<file path="config.mk">
export PLATFORM = sky130hd
export DESIGN_NAME = aska_hbridge_ctrl
export DESIGN_NICKNAME = d
export VERILOG_FILES = /design/src/rtl/aska_pkg.sv /design/src/rtl/aska_cycle_counter.sv /design/src/rtl/aska_hbridge_ctrl.sv
export SDC_FILE = /design/constraint.sdc
export NUM_CORES = 1
export LEC_CHECK = 0
export BUFFER_PORTS_ARGS = -buffer_cell sky130_fd_sc_hd__buf_4
export CAP_MARGIN = 25
export CORE_AREA = 3 3 44 65
export CTS_BUF_LIST = sky130_fd_sc_hd__clkbuf_4
export CTS_CLUSTER_DIAMETER = 120
export DETAILED_ROUTE_END_ITERATION = 8
export DIE_AREA = 0 0 47 68
export PLACE_DENSITY = 0.71
export REMOVE_ABC_BUFFERS = 1
export SETUP_SLACK_MARGIN = 0.1
export SYNTH_ARGS = -nofsm -noshare
export SYNTH_HDL_FRONTEND = slang
export SYNTH_SLANG_ARGS = --single-unit
</file>
<file path="constraint.sdc">
create_clock -name clk -period 1.9 [get_ports clk]
set_clock_uncertainty 0.1 [all_clocks]
set_input_delay 0.19 -clock clk [delete_from_list [all_inputs] [get_ports clk]]
set_output_delay 0.19 -clock clk [all_outputs]
set_load 0.02 [all_outputs]
</file>
<file path="src/rtl/aska_pkg.sv">
// Shared constants and FSM state encoding for the ASKA H-bridge controller.
// Optional feature macro: ASKA_DISCHARGE_EN (adds the passive discharge state).
package aska_pkg;

  localparam int unsigned DEADTIME_DEF = 1;
  localparam int unsigned AMP_W_DEF    = 6;
  localparam int unsigned CNT_W        = 4;

  typedef enum logic [2:0] {
    IDLE     = 3'd0,
    DT_IN    = 3'd1,
    ANODIC   = 3'd2,
    DT_MID   = 3'd3,
    CATHODIC = 3'd4,
    DT_OUT   = 3'd5,
`ifdef ASKA_DISCHARGE_EN
    DISCH    = 3'd6,
`endif
    FAULT    = 3'd7
  } state_e;

endpackage

</file>
<file path="src/rtl/aska_cycle_counter.sv">
// Loadable saturating down-counter used for dead-time and discharge windows.
module aska_cycle_counter
  import aska_pkg::*;
(
  input  logic             clk,
  input  logic             resetn,
  input  logic             load_i,
  input  logic [CNT_W-1:0] load_val_i,
  output logic             done_c_o
);

  logic [CNT_W-1:0] cnt_q;
  logic [CNT_W-1:0] cnt_d;

  // Load has priority; otherwise count down and stop at zero.
  always_comb begin
    cnt_d = cnt_q;
    if (load_i) begin
      cnt_d = load_val_i;
    end else if (cnt_q != '0) begin
      cnt_d = cnt_q - CNT_W'(1);
    end
  end

  // Count register.
  always_ff @(posedge clk or negedge resetn) begin
    if (!resetn) begin
      cnt_q <= '0;
    end else begin
      cnt_q <= cnt_d;
    end
  end

  assign done_c_o = (cnt_q == '0);

endmodule

</file>
<file path="src/rtl/aska_hbridge_ctrl.sv">
// Biphasic H-bridge gate sequencer with break-before-make dead time,
// overlap fault latch and (with ASKA_DISCHARGE_EN) passive discharge.
module aska_hbridge_ctrl
  import aska_pkg::*;
#(
  parameter int unsigned DEADTIME = DEADTIME_DEF,
  parameter int unsigned AMP_W    = AMP_W_DEF
) (
  input  logic             clk,
  input  logic             resetn,
  input  logic             enable,
  input  logic             phase_a,
  input  logic             phase_c,
  input  logic [AMP_W-1:0] amp,
  input  logic [3:0]       disch_len,
  output logic             sw_p1,
  output logic             sw_n1,
  output logic             sw_p2,
  output logic             sw_n2,
  output logic [AMP_W-1:0] dac_code,
  output logic             dac_en,
  output logic             discharge,
  output logic             fault
);

  localparam logic [CNT_W-1:0] DT_LOAD = CNT_W'(DEADTIME - 1);

  state_e           state_q, state_d;
  logic             sw_p1_q, sw_n1_q, sw_p2_q, sw_n2_q;
  logic             sw_p1_d, sw_n1_d, sw_p2_d, sw_n2_d;
  logic             dac_en_q, dac_en_d;
  logic             disch_q, disch_d;
  logic             fault_q, fault_d;
  logic [AMP_W-1:0] dac_code_q, dac_code_d;
  logic             cnt_load;
  logic [CNT_W-1:0] cnt_val;
  logic             cnt_done;
  logic             in_disch;

  aska_cycle_counter u_cnt (
    .clk        (clk),
    .resetn     (resetn),
    .load_i     (cnt_load),
    .load_val_i (cnt_val),
    .done_c_o   (cnt_done)
  );

`ifndef ASKA_DISCHARGE_EN
  logic unused_disch;
  assign unused_disch = ^disch_len;
`endif

  // Next state, counter loads and next-cycle outputs derived from the next state.
  always_comb begin
    state_d  = state_q;
    cnt_load = 1'b0;
    cnt_val  = '0;
    if (state_q != FAULT && phase_a && phase_c) begin
      state_d = FAULT;
    end else begin
      case (state_q)
        IDLE: begin
          if (enable && phase_a) begin
            state_d  = DT_IN;
            cnt_load = 1'b1;
            cnt_val  = DT_LOAD;
          end
        end
        DT_IN: begin
          if (!enable) begin
            state_d  = DT_OUT;
            cnt_load = 1'b1;
            cnt_val  = DT_LOAD;
          end else if (cnt_done) begin
            state_d = ANODIC;
          end
        end
        ANODIC: begin
          if (!enable || !phase_a) begin
            state_d  = enable ? DT_MID : DT_OUT;
            cnt_load = 1'b1;
            cnt_val  = DT_LOAD;
          end
        end
        DT_MID: begin
          if (!enable) begin
            state_d  = DT_OUT;
            cnt_load = 1'b1;
            cnt_val  = DT_LOAD;
          end else if (cnt_done && phase_c) begin
            state_d = CATHODIC;
          end
        end
        CATHODIC: begin
          if (!enable || !phase_c) begin
            state_d  = DT_OUT;
            cnt_load = 1'b1;
            cnt_val  = DT_LOAD;
          end
        end
        DT_OUT: begin
          if (cnt_done) begin
`ifdef ASKA_DISCHARGE_EN
            if (disch_len != 4'd0) begin
              state_d  = DISCH;
              cnt_load = 1'b1;
              cnt_val  = disch_len - 4'd1;
            end else begin
              state_d = IDLE;
            end
`else
            state_d = IDLE;
`endif
          end
        end
`ifdef ASKA_DISCHARGE_EN
        DISCH: begin
          if (cnt_done) begin
            state_d = IDLE;
          end
        end
`endif
        FAULT: begin
          if (!enable) begin
            state_d = IDLE;
          end
        end
        default: state_d = IDLE;
      endcase
    end

`ifdef ASKA_DISCHARGE_EN
    in_disch = (state_d == DISCH);
`else
    in_disch = 1'b0;
`endif

    sw_p1_d  = (state_d == ANODIC);
    sw_n2_d  = (state_d == ANODIC) || in_disch;
    sw_p2_d  = (state_d == CATHODIC);
    sw_n1_d  = (state_d == CATHODIC) || in_disch;
    dac_en_d = (state_d == ANODIC) || (state_d == CATHODIC);
    disch_d  = in_disch;
    fault_d  = (state_d == FAULT);

    dac_code_d = '0;
    case (state_d)
      DT_IN:                    dac_code_d = (state_q == IDLE) ? amp : dac_code_q;
      ANODIC, DT_MID, CATHODIC: dac_code_d = dac_code_q;
      default:                  dac_code_d = '0;
    endcase
  end

  // State and output registers; reset opens every gate at once.
  always_ff @(posedge clk or negedge resetn) begin
    if (!resetn) begin
      state_q    <= IDLE;
      sw_p1_q    <= 1'b0;
      sw_n1_q    <= 1'b0;
      sw_p2_q    <= 1'b0;
      sw_n2_q    <= 1'b0;
      dac_en_q   <= 1'b0;
      disch_q    <= 1'b0;
      fault_q    <= 1'b0;
      dac_code_q <= '0;
    end else begin
      state_q    <= state_d;
      sw_p1_q    <= sw_p1_d;
      sw_n1_q    <= sw_n1_d;
      sw_p2_q    <= sw_p2_d;
      sw_n2_q    <= sw_n2_d;
      dac_en_q   <= dac_en_d;
      disch_q    <= disch_d;
      fault_q    <= fault_d;
      dac_code_q <= dac_code_d;
    end
  end

  assign sw_p1     = sw_p1_q;
  assign sw_n1     = sw_n1_q;
  assign sw_p2     = sw_p2_q;
  assign sw_n2     = sw_n2_q;
  assign dac_en    = dac_en_q;
  assign discharge = disch_q;
  assign fault     = fault_q;
  assign dac_code  = dac_code_q;

endmodule

</file>
==> flow_summary.toml, run 1 <==
[timing]
relSlewSlack_pct = 64.0
fin_crit_sh_pct = 100
hold_violations = 0
tightest_slew_ns = 0.537
drv_slew = 0
finalWorstSetupSlack_ns = 0.000396
min_period_ns = 1.90
whs_ns = 0.00639
clock.fmax_mhz = 526
rsz0062_at_grt = "true"
setup_viol = 0

[global_route]
grt_pass1_wl_um = 4830
grt_max_degree = 18
grt-ovfl-total = 0
grt.total_usage_pct = 21.1
grt_pass1_vias = 1092
antenna_found_initial = 0

[placed_design]
pre_cts_ws_ns = -0.0630
placement.io_buffers = 22
placed_cell_area_um2 = 1430
place_hpwl_um = 2190
gp_congestion = 0.838

[power]
power_mw = 2.26
power_density_nw_per_um2 = 1430
power.leakage_nw = 0.737
irDropWorstVdd_v = 0.000825

[cells_and_area]
syn_to_final_growth_pct = 39.6
final_cell_area_um2 = 1590
seq_area_um2 = 428
n_fill_cell = 190
layout-drive-gt1-share_pct = 47.5
antenna_cells = 0
finalNetCount = 177
multi_input_area_um2 = 698
final_core_util_pct = 68.6

[clocking]
cts_sinks = 17
path_clk_slew_ns = 0.12
cts_buffers = 3
cts_tree = "done"
root_buffer = "clkbuf_4"
cts.path.max_buffers = 2
h-tree-depth = 1
clk_latency_ns = 0.31

[yosys]
synth_cell_types = 49
synth-seq-cells = 17
syn-cell-area_um2 = 1140
synth_top_area_share_pct = 37.4
synth_commonest_cells = "dfrtp_1 (17), nand2_1 (12)"
synth_cells = 116
synth_area_leaders = "dfrtp_1 (37%), o2111ai_1 (4.6%), nand2_1 (4.0%)"
yosys_most_used_dff = "dfrtp_1"
seq_area_frac_synth_pct = 37.4
yosys_warnings = 0
yosys.area.top_type = "dfrtp_1"
synth_edf_count = 0
synth.most_common_cell = "dfrtp_1"
syn_avg_cell_area_um2 = 9.79
synthArstFlopShare_pct = 100

[setup_path]
r2r_slack_ns = 0.0004
crit_path_start = "u_cnt.cnt_q[1]$_DFFE_PN0P_"
worst_ep_required_time_ns = 1.98
r2r-end = "dac_code[4]$_DFFE_PN0P_"
end_kind = "flip-flop"
r2r_start = "u_cnt.cnt_q[1]$_DFFE_PN0P_"
critPathMaxFanout = 3
critical_path_class = "reg2reg"
critPathArrivalTime_ns = 1.97
start_kind = "flip-flop"
crit_end = "dac_code[4]$_DFFE_PN0P_"
r2r_cells = 9

[floorplanning]
start_util_pct = 49.1
fp.dieW_um = 47
die_area_um2 = 3200
core_area_um2 = 2310
rows = 21
die_y_um = 68
io_pins = 28

[run_status]
outcome = "completed"

[job]
drv_cap = 0

[routing]
via_per_inst = 5.86
first_pass_iters = 4
wl_per_cell_um = 16.4
drc = 0
drtIter0Drc = 24
ant_nets = 0
routed_wl_um = 3000
num_vias = 1072

[hold_path]
hold_depth = 3
hp-class = "in2reg"
==> final cells by class <==
cell class	instances	area share (%)
clock buffer	3	1.42
inverter	4	0.946
sequential	17	27.0
multi-input combinational	86	44.0
clock inverter	1	0.315
timing repair buffer	49	24.5
tap	23	1.81
==> what timing repair did <==
action | in CTS | in global routing
resized for setup | 12 | 8
endpoints found under the setup margin | 10 | 15
pin swaps | 12 | 3
endpoints found under the hold margin | 20 | 0
setup buffers | 2 | 0
cloned | 0 | 0
hold buffers | 4 | 0
==> cell usage in the layout, fill, tap and decap left out, drive strengths merged, types with 2 or more instances in the layout <==
cell type,n
buf,45
dfrtp,17
nand2,13
nand3,7
a21oi,7
o2111ai,6
nand4,6
nor2,4
dlygate4sd3,4
inv,4
clkbuf,3
a21boi,3
nand4b,2
o21bai,2
or2,2
nand2b,2
and3b,2
nor2b,2
and2,2
o21ai,2
a211oi,2
==> worst min path at each step <==
stage | from | to
2_1_floorplan | resetn | dac_code[0]$_DFFE_PN0P_
3_3_place_gp | resetn | u_cnt.cnt_q[0]$_DFFE_PN0P_
3_5_place_dp | resetn | u_cnt.cnt_q[1]$_DFFE_PN0P_
4_1_cts | amp[0] | dac_code[0]$_DFFE_PN0P_
5_1_grt | amp[2] | dac_code[2]$_DFFE_PN0P_
6_report | amp[0] | dac_code[0]$_DFFE_PN0P_
==> critical path, cell delays in order (launching register included) <==
cell	delay, ns
dfrtp_1	0.38
inv_2	0.05
ha_4	0.15
nor3b_2	0.16
buf_4	0.15
a211o_4	0.33
a21boi_4	0.16
buf_6	0.13
o2111ai_1	0.06
nand3_1	0.10
==> per-layer routing <==
metal  wire [um]  vias up  GRT usage (%)  part of all wire [%]
li1            -      517              -                     -
met2        1750       35           40.3                    58
met4          70        0           9.00                   2.3
met3          85        8           2.11                   2.8
met5           0        -              0                     0
met1        1090      512           21.9                    36
==> logic make-up after synthesis <==
group,Yosys count,share of synthesized area [%]
simple gates,51,28.6
compound gates,32,25.0
flops,17,37.4
buf+inv,13,6.72
xor+xnor,1,0.771
fa+ha+maj,1,1.10
other cells,1,0.330
==> per-stage QoR <==
stage | TNS, ns | std cells
floorplan | -0.216 | 107
global placement | -0.197 | 173
detailed placement | -0.305 | 173
CTS | -0.0230 | 183
global route | -0.498 | 183
finish | 0 | 183
==> sequential cells by signal (all words and copies together) (netlist names) <==
name,cells
sw_p2,1
sw_n2,1
u_cnt.cnt_q,4
state_q,3
dac_en,1
fault,1
dac_code,6
==> where the power goes <==
| part | switching [mW] | total [mW] | internal [mW] | leakage [nW] |
|---|---|---|---|---|
| Clock | 0.130 | 0.208 | 0.0785 | 0.0177 |
| Combinational | 0.773 | 1.51 | 0.740 | 0.501 |
| Sequential | 0.0807 | 0.540 | 0.460 | 0.219 |
(Power assumes the default switching activity.)
==> inputs of run 2 (changes only) <==
--- a/config.mk
+++ b/config.mk
@@ -7,11 +7,11 @@
 export LEC_CHECK = 0
 export BUFFER_PORTS_ARGS = -buffer_cell sky130_fd_sc_hd__buf_4
 export CAP_MARGIN = 25
-export CORE_AREA = 3 3 44 65
+export CORE_AREA = 2 2 43 64
 export CTS_BUF_LIST = sky130_fd_sc_hd__clkbuf_4
 export CTS_CLUSTER_DIAMETER = 120
 export DETAILED_ROUTE_END_ITERATION = 8
-export DIE_AREA = 0 0 47 68
+export DIE_AREA = 0 0 45 66
 export PLACE_DENSITY = 0.71
 export REMOVE_ABC_BUFFERS = 1
 export SETUP_SLACK_MARGIN = 0.1
==> flow_summary.toml, run 2 (synthesized netlist as in run 1, its figures left out) <==
[power]
power_mw = 2.38
p_switching_mw = 1.04
p_int_mw = 1.34
seq_power_share_pct = 22.6
power_frac_comb_pct = 68.4
swShare_pct = 43.7
power.leakage_nw = 0.757
power.share.clock_pct = 8.9
irDropWorstVdd_v = 0.000830
power_density_nw_per_um2 = 1440

[routing]
wl_per_cell_um = 16.2
ant_nets = 0
routed_wl_um = 3040
num_vias = 1084
drtIter0Drc = 16
via_per_inst = 5.80
drc = 0
first_pass_iters = 4

[setup_path]
critPathMaxFanout = 6
worstPathCellList = "inv_2 > ha_4 > or3b_4 > o211ai_4 > o32ai_4 > o2111ai_1 > nand3_1"
start_kind = "flip-flop"
end_kind = "flip-flop"
crit_path_top_delay_cell = "dfrtp_1"
critPathArrivalTime_ns = 2.03
max_stage_delay_ns = 0.41
critical_path_class = "reg2reg"
worst_ep_required_time_ns = 1.99

[hold_path]
hp-class = "in2reg"

[global_route]
antenna_found_initial = 0
grt-ovfl-total = 0
grt_pass1_wl_um = 5040
grt_use_met2_pct = 44.5
grt_busiest_layer = "met2"
use_met3_pct = 2.46
grt_pass1_vias = 1175
grt_max_degree = 18
grtUsageMet1_pct = 23.2
grt.total_usage_pct = 22.9

[job]
drv_cap = 0

[clocking]
cts.path.max_buffers = 2
cts_buffers = 3
cts_tree = "done"
path_clk_slew_ns = 0.11
root_buffer = "clkbuf_4"
h-tree-depth = 1
clk_latency_ns = 0.31
cts_sinks = 17

[cells_and_area]
stdcell_count = 187
final_cell_area_um2 = 1650
antenna_cells = 0
final_common_cell = "buf_4"
layout-drive-gt1-share_pct = 50.3
largest_reg_flops = 6
n_fill_cell = 194
finalNetCount = 180
seq_area_um2 = 425
multi_input_area_um2 = 734
layout_common_cells = "buf_4 (43), dfrtp_1 (17), nand2_1 (11)"
syn_to_final_growth_pct = 45.5

[floorplanning]
fp.dieW_um = 45
start_util_pct = 46.9
core_area_um2 = 2420
io_pins = 28
die_y_um = 66
die_area_um2 = 2970
rows = 22

[timing]
setup_viol = 5
clock.fmax_mhz = 517
setup_tns_ns = -0.109
drv_slew = 0
rsz0062_at_grt = "true"
fin_crit_sh_pct = 102
min_period_ns = 1.93
finalWorstSetupSlack_ns = -0.0345
whs_ns = -0.00345
hold_violations = 1

[run_status]
outcome = "complete, but fails checks"
violations = "negative hold slack, negative setup slack"

[placed_design]
pre_cts_ws_ns = -0.155
gp_congestion = 0.872
dp.cells = 173
place_hpwl_um = 2170
placement.io_buffers = 22
placed_cell_area_um2 = 1420
-- run 2: cell types whose count changed in the layout (fill, tap and decap cells not counted), sizes merged --
cell | previous run | this run
buf | 45 | 46
dlygate4sd3 | 4 | 6
-- run 2: power by group through the flow --
stage	clock network, mW	registers, mW	logic [mW]
floorplan	0	0.609	0.690
global placement	0	0.530	1.28
detailed placement	0	0.536	1.33
CTS	0.216	0.537	1.50
global route	0.228	0.549	1.77
finish	0.213	0.539	1.63
-- run 2: worst max-delay path, delay by kind of cell (launching register included) --
kind / cells / cell delay, ns
flip-flops: 1 / 0.41
adder cells (fa/ha/maj): 1 / 0.13
AND/OR/NAND/NOR: 2 / 0.50
AO/OA/AOI/OAI: 3 / 0.59
buffers and inverters: 1 / 0.08
-- run 2: layout make-up --
class,instances,share of cell area [%]
inverter,4,0.908
clock inverter,1,0.303
clock buffer,3,1.36
multi-input combinational,86,44.4
timing repair buffer,52,25.4
tap,24,1.82
sequential,17,25.7
-- run 2: worst paths after layout --
kind	start	slack, ns	end	depth (start not counted)
worst max register to register	u_cnt.cnt_q[0]$_DFFE_PN0P_	-0.03	dac_code[5]$_DFFE_PN0P_	7
worst min register to register	dac_code[5]$_DFFE_PN0P_	0.48	dac_code[5]$_DFFE_PN0P_	2
worst min-delay path	amp[1]	-0.003	dac_code[1]$_DFFE_PN0P_	3
worst max-delay path	u_cnt.cnt_q[0]$_DFFE_PN0P_	-0.03	dac_code[5]$_DFFE_PN0P_	7
min in group asynchronous	resetn	0.18	u_cnt.cnt_q[1]$_DFFE_PN0P_	2
max in group asynchronous	resetn	1.31	dac_en$_DFF_PN0_	2
-- run 2: per-layer routing --
| metal | wire length (um) | vias up |
|---|---|---|
| met3 | 85 | 5 |
| met5 | 0 | - |
| met2 | 1820 | 27 |
| met1 | 1090 | 532 |
| li1 | - | 520 |
| met4 | 41 | 0 |
-- run 2: what timing repair did --
action                                  CTS  global route
endpoints found under the setup margin   12            15
pin swaps                                15            14
hold endpoints to repair                 22             0
resized for setup                        14            14
buffers inserted                          2             2
hold buffers                              6             0
-- run 2: per-stage QoR --
stage          utilization, %  hold slack [ns]
2_1_floorplan               -           -0.206
3_3_place_gp             58.6          -0.0325
3_5_place_dp             58.6          -0.0278
4_1_cts                  65.4          0.00920
5_1_grt                  68.2           0.0263
6_report                 68.2         -0.00345
==> inputs of run 3 (changes only) <==
--- a/config.mk
+++ b/config.mk
@@ -7,12 +7,13 @@
 export LEC_CHECK = 0
 export BUFFER_PORTS_ARGS = -buffer_cell sky130_fd_sc_hd__buf_4
 export CAP_MARGIN = 25
-export CORE_AREA = 2 2 43 64
+export CORE_AREA = 2 2 54 81
 export CTS_BUF_LIST = sky130_fd_sc_hd__clkbuf_4
 export CTS_CLUSTER_DIAMETER = 120
 export DETAILED_ROUTE_END_ITERATION = 8
-export DIE_AREA = 0 0 45 66
-export PLACE_DENSITY = 0.71
+export DIE_AREA = 0 0 56 83
+export GPL_ROUTABILITY_DRIVEN = 0
+export PLACE_DENSITY = 0.47
 export REMOVE_ABC_BUFFERS = 1
 export SETUP_SLACK_MARGIN = 0.1
 export SYNTH_ARGS = -nofsm -noshare
==> flow_summary.toml, run 3 (synthesized netlist as in run 1, its figures left out) <==
[run_status]
outcome = "complete, but fails checks"
violations = "negative setup slack"

[floorplanning]
die_area_um2 = 4650
start_util_pct = 29.0
fp.dieW_um = 56
rows = 28
io_pins = 28
core_area_um2 = 3920
die_y_um = 83

[clocking]
clk_latency_ns = 0.30
path_clk_slew_ns = 0.12
cts_tree = "done"
root_buffer = "clkbuf_4"
cts.path.max_buffers = 2
cts_buffers = 3
h-tree-depth = 1
cts_sinks = 17

[power]
irDropWorstVdd_v = 0.000680
seq_power_share_pct = 21.8
p_switching_mw = 1.09
power_frac_comb_pct = 69.7
power_mw = 2.51
p_int_mw = 1.42
power_density_nw_per_um2 = 1420
power.share.clock_pct = 8.5
power.leakage_nw = 0.793
swShare_pct = 43.3

[cells_and_area]
multi_input_area_um2 = 759
finalNetCount = 188
largest_reg_flops = 6
n_fill_cell = 392
layout-drive-gt1-share_pct = 53.8
antenna_cells = 0
final_cell_area_um2 = 1760
final_core_util_pct = 44.9
seq_area_um2 = 427
final_common_cell = "buf_4"
layout_common_cells = "buf_4 (51), dfrtp_1 (16), nand2_1 (11)"
syn_to_final_growth_pct = 55.1

[timing]
min_period_ns = 1.94
rsz0062_at_grt = "true"
fin_crit_sh_pct = 102
whs_ns = 0.00621
setup_viol = 7
hold_violations = 0
clock.fmax_mhz = 515
finalWorstSetupSlack_ns = -0.0426
drv_slew = 0

[setup_path]
critical_path_class = "reg2reg"
start_kind = "flip-flop"
worstPathCellList = "inv_2 > ha_4 > or3b_4 > o211ai_4 > o32ai_4 > o2111ai_2 > nand3_1"
r2r-end = "dac_code[1]$_DFFE_PN0P_"
r2r_cells = 7
critPathMaxFanout = 6
r2r_start = "u_cnt.cnt_q[1]$_DFFE_PN0P_"
cpLargestDelayFamily = "compound AO/OA/AOI/OAI gates"
critPathArrivalTime_ns = 2.04
crit_path_top_delay_cell = "dfrtp_1"
cp.buffers_inverters = 1
crit_path_start = "u_cnt.cnt_q[1]$_DFFE_PN0P_"
worst_ep_required_time_ns = 1.99
max_stage_delay_ns = 0.41
end_kind = "flip-flop"
r2r_slack_ns = -0.04

[routing]
wirelength_met1_um = 1190
via_per_inst = 5.12
drtIter0Drc = 18
wl_per_cell_um = 15.0
routed_wl_um = 3250
met3_wirelength_um = 60
ant_nets = 0
highest_layer = "met4"
num_vias = 1105
drc = 0
first_pass_iters = 4
wl_met2_um = 1970

[placed_design]
placement.io_buffers = 22
pre_cts_ws_ns = -0.0779
placed_cell_area_um2 = 1480
place_hpwl_um = 2460

[hold_path]
whs_endpoint = "dac_code[0]$_DFFE_PN0P_"
hold_depth = 3
hp-start = "amp[0]"
hp-class = "in2reg"

[global_route]
grt.total_usage_pct = 14.4
grt_pass1_wl_um = 5200
grt_pass1_vias = 1166
grt-ovfl-total = 0
grt_max_degree = 18
antenna_found_initial = 0

[job]
drv_cap = 0
-- run 3: power by group through the flow --
stage               registers (mW)  logic (mW)  clock network (mW)
floorplan                    0.609       0.690                   0
global placement             0.538        1.32                   0
detailed placement           0.544        1.34                   0
CTS                          0.541        1.43               0.221
global route                 0.558        1.88               0.235
finish                       0.548        1.75               0.213
-- run 3: what timing repair did --
action / 4_1_cts / 5_1_grt
pin swaps: 14 / 10
setup buffers: 1 / 7
endpoints found under the hold margin: 22 / 0
endpoints found under the setup margin: 10 / 14
gates resized for setup: 6 / 26
hold buffers: 6 / 0
-- run 3: how the worst max path moves through the flow --
stage / depth (start not counted) / endpoint / slack (ns)
final: 7 / dac_code[1]$_DFFE_PN0P_ / -0.04
after global routing: 7 / dac_code[1]$_DFFE_PN0P_ / -0.13
after CTS: 7 / dac_code[3]$_DFFE_PN0P_ / -0.02
after detailed placement: 7 / dac_code[0]$_DFFE_PN0P_ / -0.08
after global placement: 7 / dac_code[5]$_DFFE_PN0P_ / -0.06
after floorplan: 7 / dac_code[0]$_DFFE_PN0P_ / -0.04
-- run 3: routing by layer --
layer / vias to the layer above / track usage (%)
met3: 4 / 2.02
met2: 17 / 29.6
li1: 542 / -
met1: 542 / 13.4
met4: 0 / 5.41
met5: - / 0
-- run 3: metrics by stage --
step	TNS, ns	std cells
after floorplan	-0.216	107
after global placement	-0.279	198
after detailed placement	-0.448	198
after CTS	-0.0786	209
after global routing	-0.714	216
final	-0.194	216
-- run 3: tightest hold or removal path, stage by stage --
cell,delay (ns)
buf_4,0.08
nand2_1,0.04
nand3_1,0.07
-- run 3: area by class of cell --
class,count,share of cell area [%]
Timing Repair Buffer,60,27.1
Inverter,4,0.852
Tap cell,45,3.20
Multi-Input combinational cell,86,43.1
Clock buffer,3,1.28
Sequential cell,17,24.2
Clock inverter,1,0.284
